--- src/rtl/latency_meter_if.sv ---
// Stimulus/echo inputs and measurement results of latency_meter.
interface latency_meter_if #(
  parameter int unsigned LSIZE = 10
);
  logic             en;
  logic             d;
  logic             q;
  logic [LSIZE-1:0] lat_rise;
  logic             rise_vld;
  logic [LSIZE-1:0] lat_fall;
  logic             fall_vld;
  logic             timeout;
  logic             overrun;
  logic             busy;

  modport master (
    output en, d, q,
    input  lat_rise, rise_vld, lat_fall, fall_vld, timeout, overrun, busy
  );

  modport slave (
    input  en, d, q,
    output lat_rise, rise_vld, lat_fall, fall_vld, timeout, overrun, busy
  );
endinterface

--- src/rtl/latency_meter.sv ---
// Measures edge-to-edge delay (in cycles) from stimulus d to its echo q,
// with independent rise and fall channels, timeout and overrun flags.
module latency_meter #(
  parameter int unsigned LSIZE   = 10,
  parameter int unsigned MAX_LAT = 1000
) (
  input  logic            clock,
  input  logic            rst_n,
  latency_meter_if.slave  bus
);

  localparam int unsigned NCH = 2;  // channel 0 = rise, channel 1 = fall
  localparam logic [LSIZE-1:0] MAX_CNT = LSIZE'(MAX_LAT);

  typedef enum logic {IDLE = 1'b0, MEAS = 1'b1} state_e;

  state_e           state_q [NCH];
  state_e           state_d [NCH];
  logic [LSIZE-1:0] cnt_q   [NCH];
  logic [LSIZE-1:0] cnt_d   [NCH];
  logic [LSIZE-1:0] lat_q   [NCH];
  logic [LSIZE-1:0] lat_d   [NCH];
  logic [NCH-1:0]   vld_q, vld_d;
  logic [NCH-1:0]   to_d, ov_d;
  logic             timeout_q, timeout_d;
  logic             overrun_q, overrun_d;
  logic             busy_q, busy_d;
  logic             d_prev_q, d_prev_d;
  logic             q_prev_q, q_prev_d;
  logic [NCH-1:0]   d_edge_c, q_edge_c;

  // Edge detection and per-channel next-state / result computation.
  always_comb begin
    d_prev_d    = bus.d;
    q_prev_d    = bus.q;
    d_edge_c[0] = bus.d & ~d_prev_q;
    d_edge_c[1] = ~bus.d & d_prev_q;
    q_edge_c[0] = bus.q & ~q_prev_q;
    q_edge_c[1] = ~bus.q & q_prev_q;
    vld_d       = '0;
    to_d        = '0;
    ov_d        = '0;
    for (int ch = 0; ch < NCH; ch++) begin
      state_d[ch] = state_q[ch];
      cnt_d[ch]   = cnt_q[ch];
      lat_d[ch]   = lat_q[ch];
      case (state_q[ch])
        IDLE: begin
          if (d_edge_c[ch] && bus.en) begin
            if (q_edge_c[ch]) begin
              lat_d[ch] = '0;
              vld_d[ch] = 1'b1;
            end else begin
              state_d[ch] = MEAS;
              cnt_d[ch]   = LSIZE'(1);
            end
          end
        end
        MEAS: begin
          ov_d[ch] = d_edge_c[ch];
          if (q_edge_c[ch]) begin
            lat_d[ch]   = cnt_q[ch];
            vld_d[ch]   = 1'b1;
            state_d[ch] = IDLE;
            cnt_d[ch]   = '0;
          end else if (cnt_q[ch] == MAX_CNT) begin
            to_d[ch]    = 1'b1;
            state_d[ch] = IDLE;
            cnt_d[ch]   = '0;
          end else begin
            cnt_d[ch] = cnt_q[ch] + LSIZE'(1);
          end
        end
        default: state_d[ch] = IDLE;
      endcase
    end
    timeout_d = |to_d;
    overrun_d = |ov_d;
    busy_d    = (state_d[0] == MEAS) || (state_d[1] == MEAS);
  end

  // State, counters, edge history and registered outputs; synchronous reset.
  always_ff @(posedge clock) begin
    if (!rst_n) begin
      for (int ch = 0; ch < NCH; ch++) begin
        state_q[ch] <= IDLE;
        cnt_q[ch]   <= '0;
        lat_q[ch]   <= '0;
      end
      vld_q     <= '0;
      timeout_q <= 1'b0;
      overrun_q <= 1'b0;
      busy_q    <= 1'b0;
      d_prev_q  <= 1'b0;
      q_prev_q  <= 1'b0;
    end else begin
      for (int ch = 0; ch < NCH; ch++) begin
        state_q[ch] <= state_d[ch];
        cnt_q[ch]   <= cnt_d[ch];
        lat_q[ch]   <= lat_d[ch];
      end
      vld_q     <= vld_d;
      timeout_q <= timeout_d;
      overrun_q <= overrun_d;
      busy_q    <= busy_d;
      d_prev_q  <= d_prev_d;
      q_prev_q  <= q_prev_d;
    end
  end

  // Drive the result interface from the registered state.
  assign bus.lat_rise = lat_q[0];
  assign bus.rise_vld = vld_q[0];
  assign bus.lat_fall = lat_q[1];
  assign bus.fall_vld = vld_q[1];
  assign bus.timeout  = timeout_q;
  assign bus.overrun  = overrun_q;
  assign bus.busy     = busy_q;

endmodule

--- src/flat_wrapper.sv ---
// flat-port wrapper written by rule: the top's interface ports become plain ports
module latency_meter_flat 
#(
  parameter int unsigned LSIZE   = 10,
  parameter int unsigned MAX_LAT = 1000
)
  (clock, rst_n, bus_en, bus_d, bus_q, bus_lat_rise, bus_rise_vld, bus_lat_fall, bus_fall_vld, bus_timeout, bus_overrun, bus_busy);
  latency_meter_if #(.LSIZE(LSIZE)) bus_i ();
  input  logic clock;
  input  logic rst_n;
  input wire logic [$bits(bus_i.en)-1:0] bus_en;
  input wire logic [$bits(bus_i.d)-1:0] bus_d;
  input wire logic [$bits(bus_i.q)-1:0] bus_q;
  output wire logic [$bits(bus_i.lat_rise)-1:0] bus_lat_rise;
  output wire logic [$bits(bus_i.rise_vld)-1:0] bus_rise_vld;
  output wire logic [$bits(bus_i.lat_fall)-1:0] bus_lat_fall;
  output wire logic [$bits(bus_i.fall_vld)-1:0] bus_fall_vld;
  output wire logic [$bits(bus_i.timeout)-1:0] bus_timeout;
  output wire logic [$bits(bus_i.overrun)-1:0] bus_overrun;
  output wire logic [$bits(bus_i.busy)-1:0] bus_busy;
  assign bus_i.en = bus_en;
  assign bus_i.d = bus_d;
  assign bus_i.q = bus_q;
  assign bus_lat_rise = bus_i.lat_rise;
  assign bus_rise_vld = bus_i.rise_vld;
  assign bus_lat_fall = bus_i.lat_fall;
  assign bus_fall_vld = bus_i.fall_vld;
  assign bus_timeout = bus_i.timeout;
  assign bus_overrun = bus_i.overrun;
  assign bus_busy = bus_i.busy;
  latency_meter #(.LSIZE(LSIZE), .MAX_LAT(MAX_LAT)) u_core (.clock(clock), .rst_n(rst_n), .bus(bus_i));
endmodule
--- config.mk ---
export PLATFORM = sky130hd
export DESIGN_NAME = latency_meter_flat
export DESIGN_NICKNAME = d
export VERILOG_FILES = /design/src/rtl/latency_meter_if.sv /design/src/rtl/latency_meter.sv /design/src/flat_wrapper.sv
export SDC_FILE = /design/constraint.sdc
export NUM_CORES = 1
export LEC_CHECK = 0
export BUFFER_PORTS_ARGS = -buffer_cell sky130_fd_sc_hd__buf_2
export CAP_MARGIN = 20
export CORE_ASPECT_RATIO = 0.5
export CORE_UTILIZATION = 50
export CTS_BUF_LIST = sky130_fd_sc_hd__clkbuf_4
export CTS_CLUSTER_SIZE = 10
export DETAILED_ROUTE_END_ITERATION = 7
export GPL_ROUTABILITY_DRIVEN = 0
export PLACE_DENSITY = 0.74
export SLEW_MARGIN = 10
export SYNTH_ARGS = -nofsm -noshare
export SYNTH_HDL_FRONTEND = slang
export SYNTH_SLANG_ARGS = --single-unit
--- constraint.sdc ---
create_clock -name clock -period 1.57 [get_ports clock]
set_input_delay 0.0785 -clock clock [delete_from_list [all_inputs] [get_ports clock]]
set_output_delay 0.0785 -clock clock [all_outputs]
set_load 0.05 [all_outputs]
==> metrics.csv <==
metric;value;unit
synth_compound_area_frac;0.227;
async_flop_share;0;
critPathKind;reg -> reg;
critPathRequiredTime;1.84;ns
leakagePower;1.07;nW
cts_tree;built;
drtPass1Iterations;4;
synth_mux_area_frac;0;
mappedNetlistArea;0.00220;mm2
yosys_warnings;0;
syn_to_final_growth;26.3;%
p_sw;0.000515;W
worst_slack;-0.0352;ns
status;finished with violations;
viasPerCell;5.70;
totalWireLength;5.34;mm
p_int;0.00151;W
synth-simple-area-share;0.253;
fin_crit;1.61;ns
initial_core_util;0.542;
sw_frac_of_total;0.254;
clock_latency;0.36;ns
yosys.area_share.adder;0.0227;
vias;2052;
die_h;48.9;um
critPathLaunchType;flip-flop;
syn_nets;258;
overflow;0;
violations;negative setup slack;
cap_violations;0;
antennaDiodeCount;0;
die_area;0.00469;mm2
final_max_slew_viol_count;0;
cts.clk_slew.worst_paths;0.14;ns
synth_flop_cell;dfxtp_1;
ys_seq_elements;49;
tightest_slew;0.440;ns
path_max_fanout;4;
portBuffers;29;
root_buffer;clkbuf_4;
grt_pass1_wl;8.62;mm
cts_sinks;49;
max_stage_delay;0.36;ns
max-vdd-ir-drop;0.449;mV
synth.top_cells.by_count;49 x dfxtp_1, 33 x nor2_1, 20 x a22oi_1;
boundaryPins;30;
path_cells;inv_2 > ha_4 > nor4bb_4 > nand3_2 > and2_4 > o31a_1;
yosysTopAreaCell;dfxtp_1;
hold_viol_final;0;
power_density;729;mW/mm2
ys_types;55;
grt_usage;0.238;
hold_class;in -> reg;
drt_iter0_drc;79;
rsz0062_at_grt;true;
ys_seq_area_frac;0.445;
ff2ff_setup_slack;-0.04;ns
grt_pass1_vias;1916;
die_x;95.9;um
dp_hpwl;3.56;mm
total_power;0.00203;W
synth_top_family_by_area;simple AND/OR/NAND/NOR gates;
grt_max_degree;35;
ant_nets;0;
design.core.area;0.00406;mm2
cp-end-kind;flip-flop;
synthDominantCellAreaShare;0.445;
skew;0.00472;ns
p_comb_frac;0.077;
final_layout_size_suffix_gt1_frac;0.307;
nNetsFinal;314;
setup_viol_count_final;2;
wl_per_cell;14.8;um
row_count;16;
cts_buffers;5;
slew_headroom;0.706;
drc;0;
synth_edf_count;0;
fmax;623;MHz
synthCells;249;
synth.top_cells.by_area;dfxtp_1 45%, a22oi_1 6.8%, nor2_1 5.6%, nand2_1 3.2%, a21oi_1 2.3%;
finalCritPeriodShare;1.02;
antenna_found_initial;0;
cp.arrival;1.87;ns
cts_buffer_depth;2;
critPathSlowestCell;dfxtp_2;
synth_xor_area_frac;0.00795;
h-tree-depth;2;
syn_area_per_cell;8.84;um2
seqPwrFrac;0.625;
synth.most_common_cell;dfxtp_1;
clkPwrFrac;0.298;
setup_tns;-0.0396;ns
[path summary, 6_finish.rpt]
kind,start,endpoint,cells past startpoint
setup / recovery,u_core.cnt_q[0][10]$_SDFFE_PN0P_,u_core.bus.busy$_SDFF_PN0_,6
hold / removal,rst_n,u_core.cnt_q[0][1]$_SDFFE_PN0P_,2
setup reg to reg,u_core.cnt_q[0][10]$_SDFFE_PN0P_,u_core.bus.busy$_SDFF_PN0_,6
hold reg to reg,u_core.lat_q[0][14]$_SDFFE_PN0P_,u_core.lat_q[0][14]$_SDFFE_PN0P_,2
[registers in the layout, summed over array words and instances (netlist names)]
register,flops
u_core.cnt_q,20
u_core.lat_q,20
u_core.state_q,2
u_core.vld_q,2
u_core.bus.busy,1
u_core.bus.overrun,1
u_core.bus.timeout,1
u_core.d_prev_q,1
u_core.q_prev_q,1
[layout make-up]
class	instances	area [um2]
multi-input combinational	178	1220
clock inverter	2	15.0
inverter	9	33.8
tap	54	67.6
sequential	49	986
fill	331	1280
clock buffer	6	45.0
timing repair buffer	62	408
[critical path: cells and delay by family (launching register included)]
kind | cells | cell delay, ns
adders and majority gates | 1 | 0.12
and+or+nand+nor | 3 | 0.66
DFF | 1 | 0.36
buffers and inverters | 1 | 0.08
AOI/OAI and AO/OA | 1 | 0.28
[metrics by stage]
stage / util / instances / hold WS (ns) / instance area, um2 / setup slack, ns
2_1_floorplan: - / 249 / 0.200 / 2200 / 0.0128
3_3_place_gp: 0.627 / 345 / 0.312 / 2550 / -0.0236
3_5_place_dp: 0.627 / 345 / 0.326 / 2550 / -0.0292
4_1_cts: 0.654 / 356 / 0.0575 / 2660 / 0.00179
5_1_grt: 0.684 / 360 / 0.0409 / 2780 / -0.112
6_report: 0.684 / 360 / 0.0693 / 2780 / -0.0352
[layout by cell type, fill, tap and decap left out, types with 3 or more instances in the layout]
cell type      instances
buf_4                 28
nor2_1                32
dlygate4sd3_1          3
a31oi_1                4
dfxtp_2                4
and2_1                 5
nand2_1               19
nor2b_1                3
nand4_1                3
buf_2                 29
a22oi_1               20
o21ai_0                3
nand3_1                5
clkbuf_4               6
nand3_2                3
inv_1                  6
nand2b_1               3
nand3b_1               3
nor3_1                 5
o21a_1                 6
a21oi_1               10
dfxtp_1               45
o211ai_1               3
[layer usage]
layer  GRT usage  part of all wire  vias up
met5           0                 0        -
met4      0.0572            0.0075        0
met3      0.0717             0.037        6
met2       0.411              0.50       40
met1       0.290              0.46      977
li1            -                 -     1029
[cell families after synthesis]
| logic type | Yosys count |
|---|---|
| AOI/OAI and AO/OA | 68 |
| xor gates and xnor gates | 2 |
| adders and majority gates | 4 |
| buffers and inverters | 22 |
| DFF | 49 |
| and+or+nand+nor | 104 |
[repair_timing]
| action | in CTS | in global routing |
|---|---|---|
| hold buffers | 3 | 0 |
| buffers inserted | 0 | 3 |
| resized for setup | 6 | 25 |
| cloned | 0 | 1 |
| endpoints found under the setup margin | 3 | 36 |
| endpoints found under the hold margin | 3 | 0 |
| pin swaps | 1 | 5 |
[power groups by stage]
stage | clock, W | combinational, W | sequential, W
global route | 0.000678 | 0.000170 | 0.00127
CTS | 0.000619 | 0.000143 | 0.00127
floorplan | 0 | 0.0000830 | 0.00130
finish | 0.000603 | 0.000157 | 0.00127
detailed placement | 0 | 0.000136 | 0.00129
global placement | 0 | 0.000133 | 0.00129
Power figures use the tool's default switching activity.
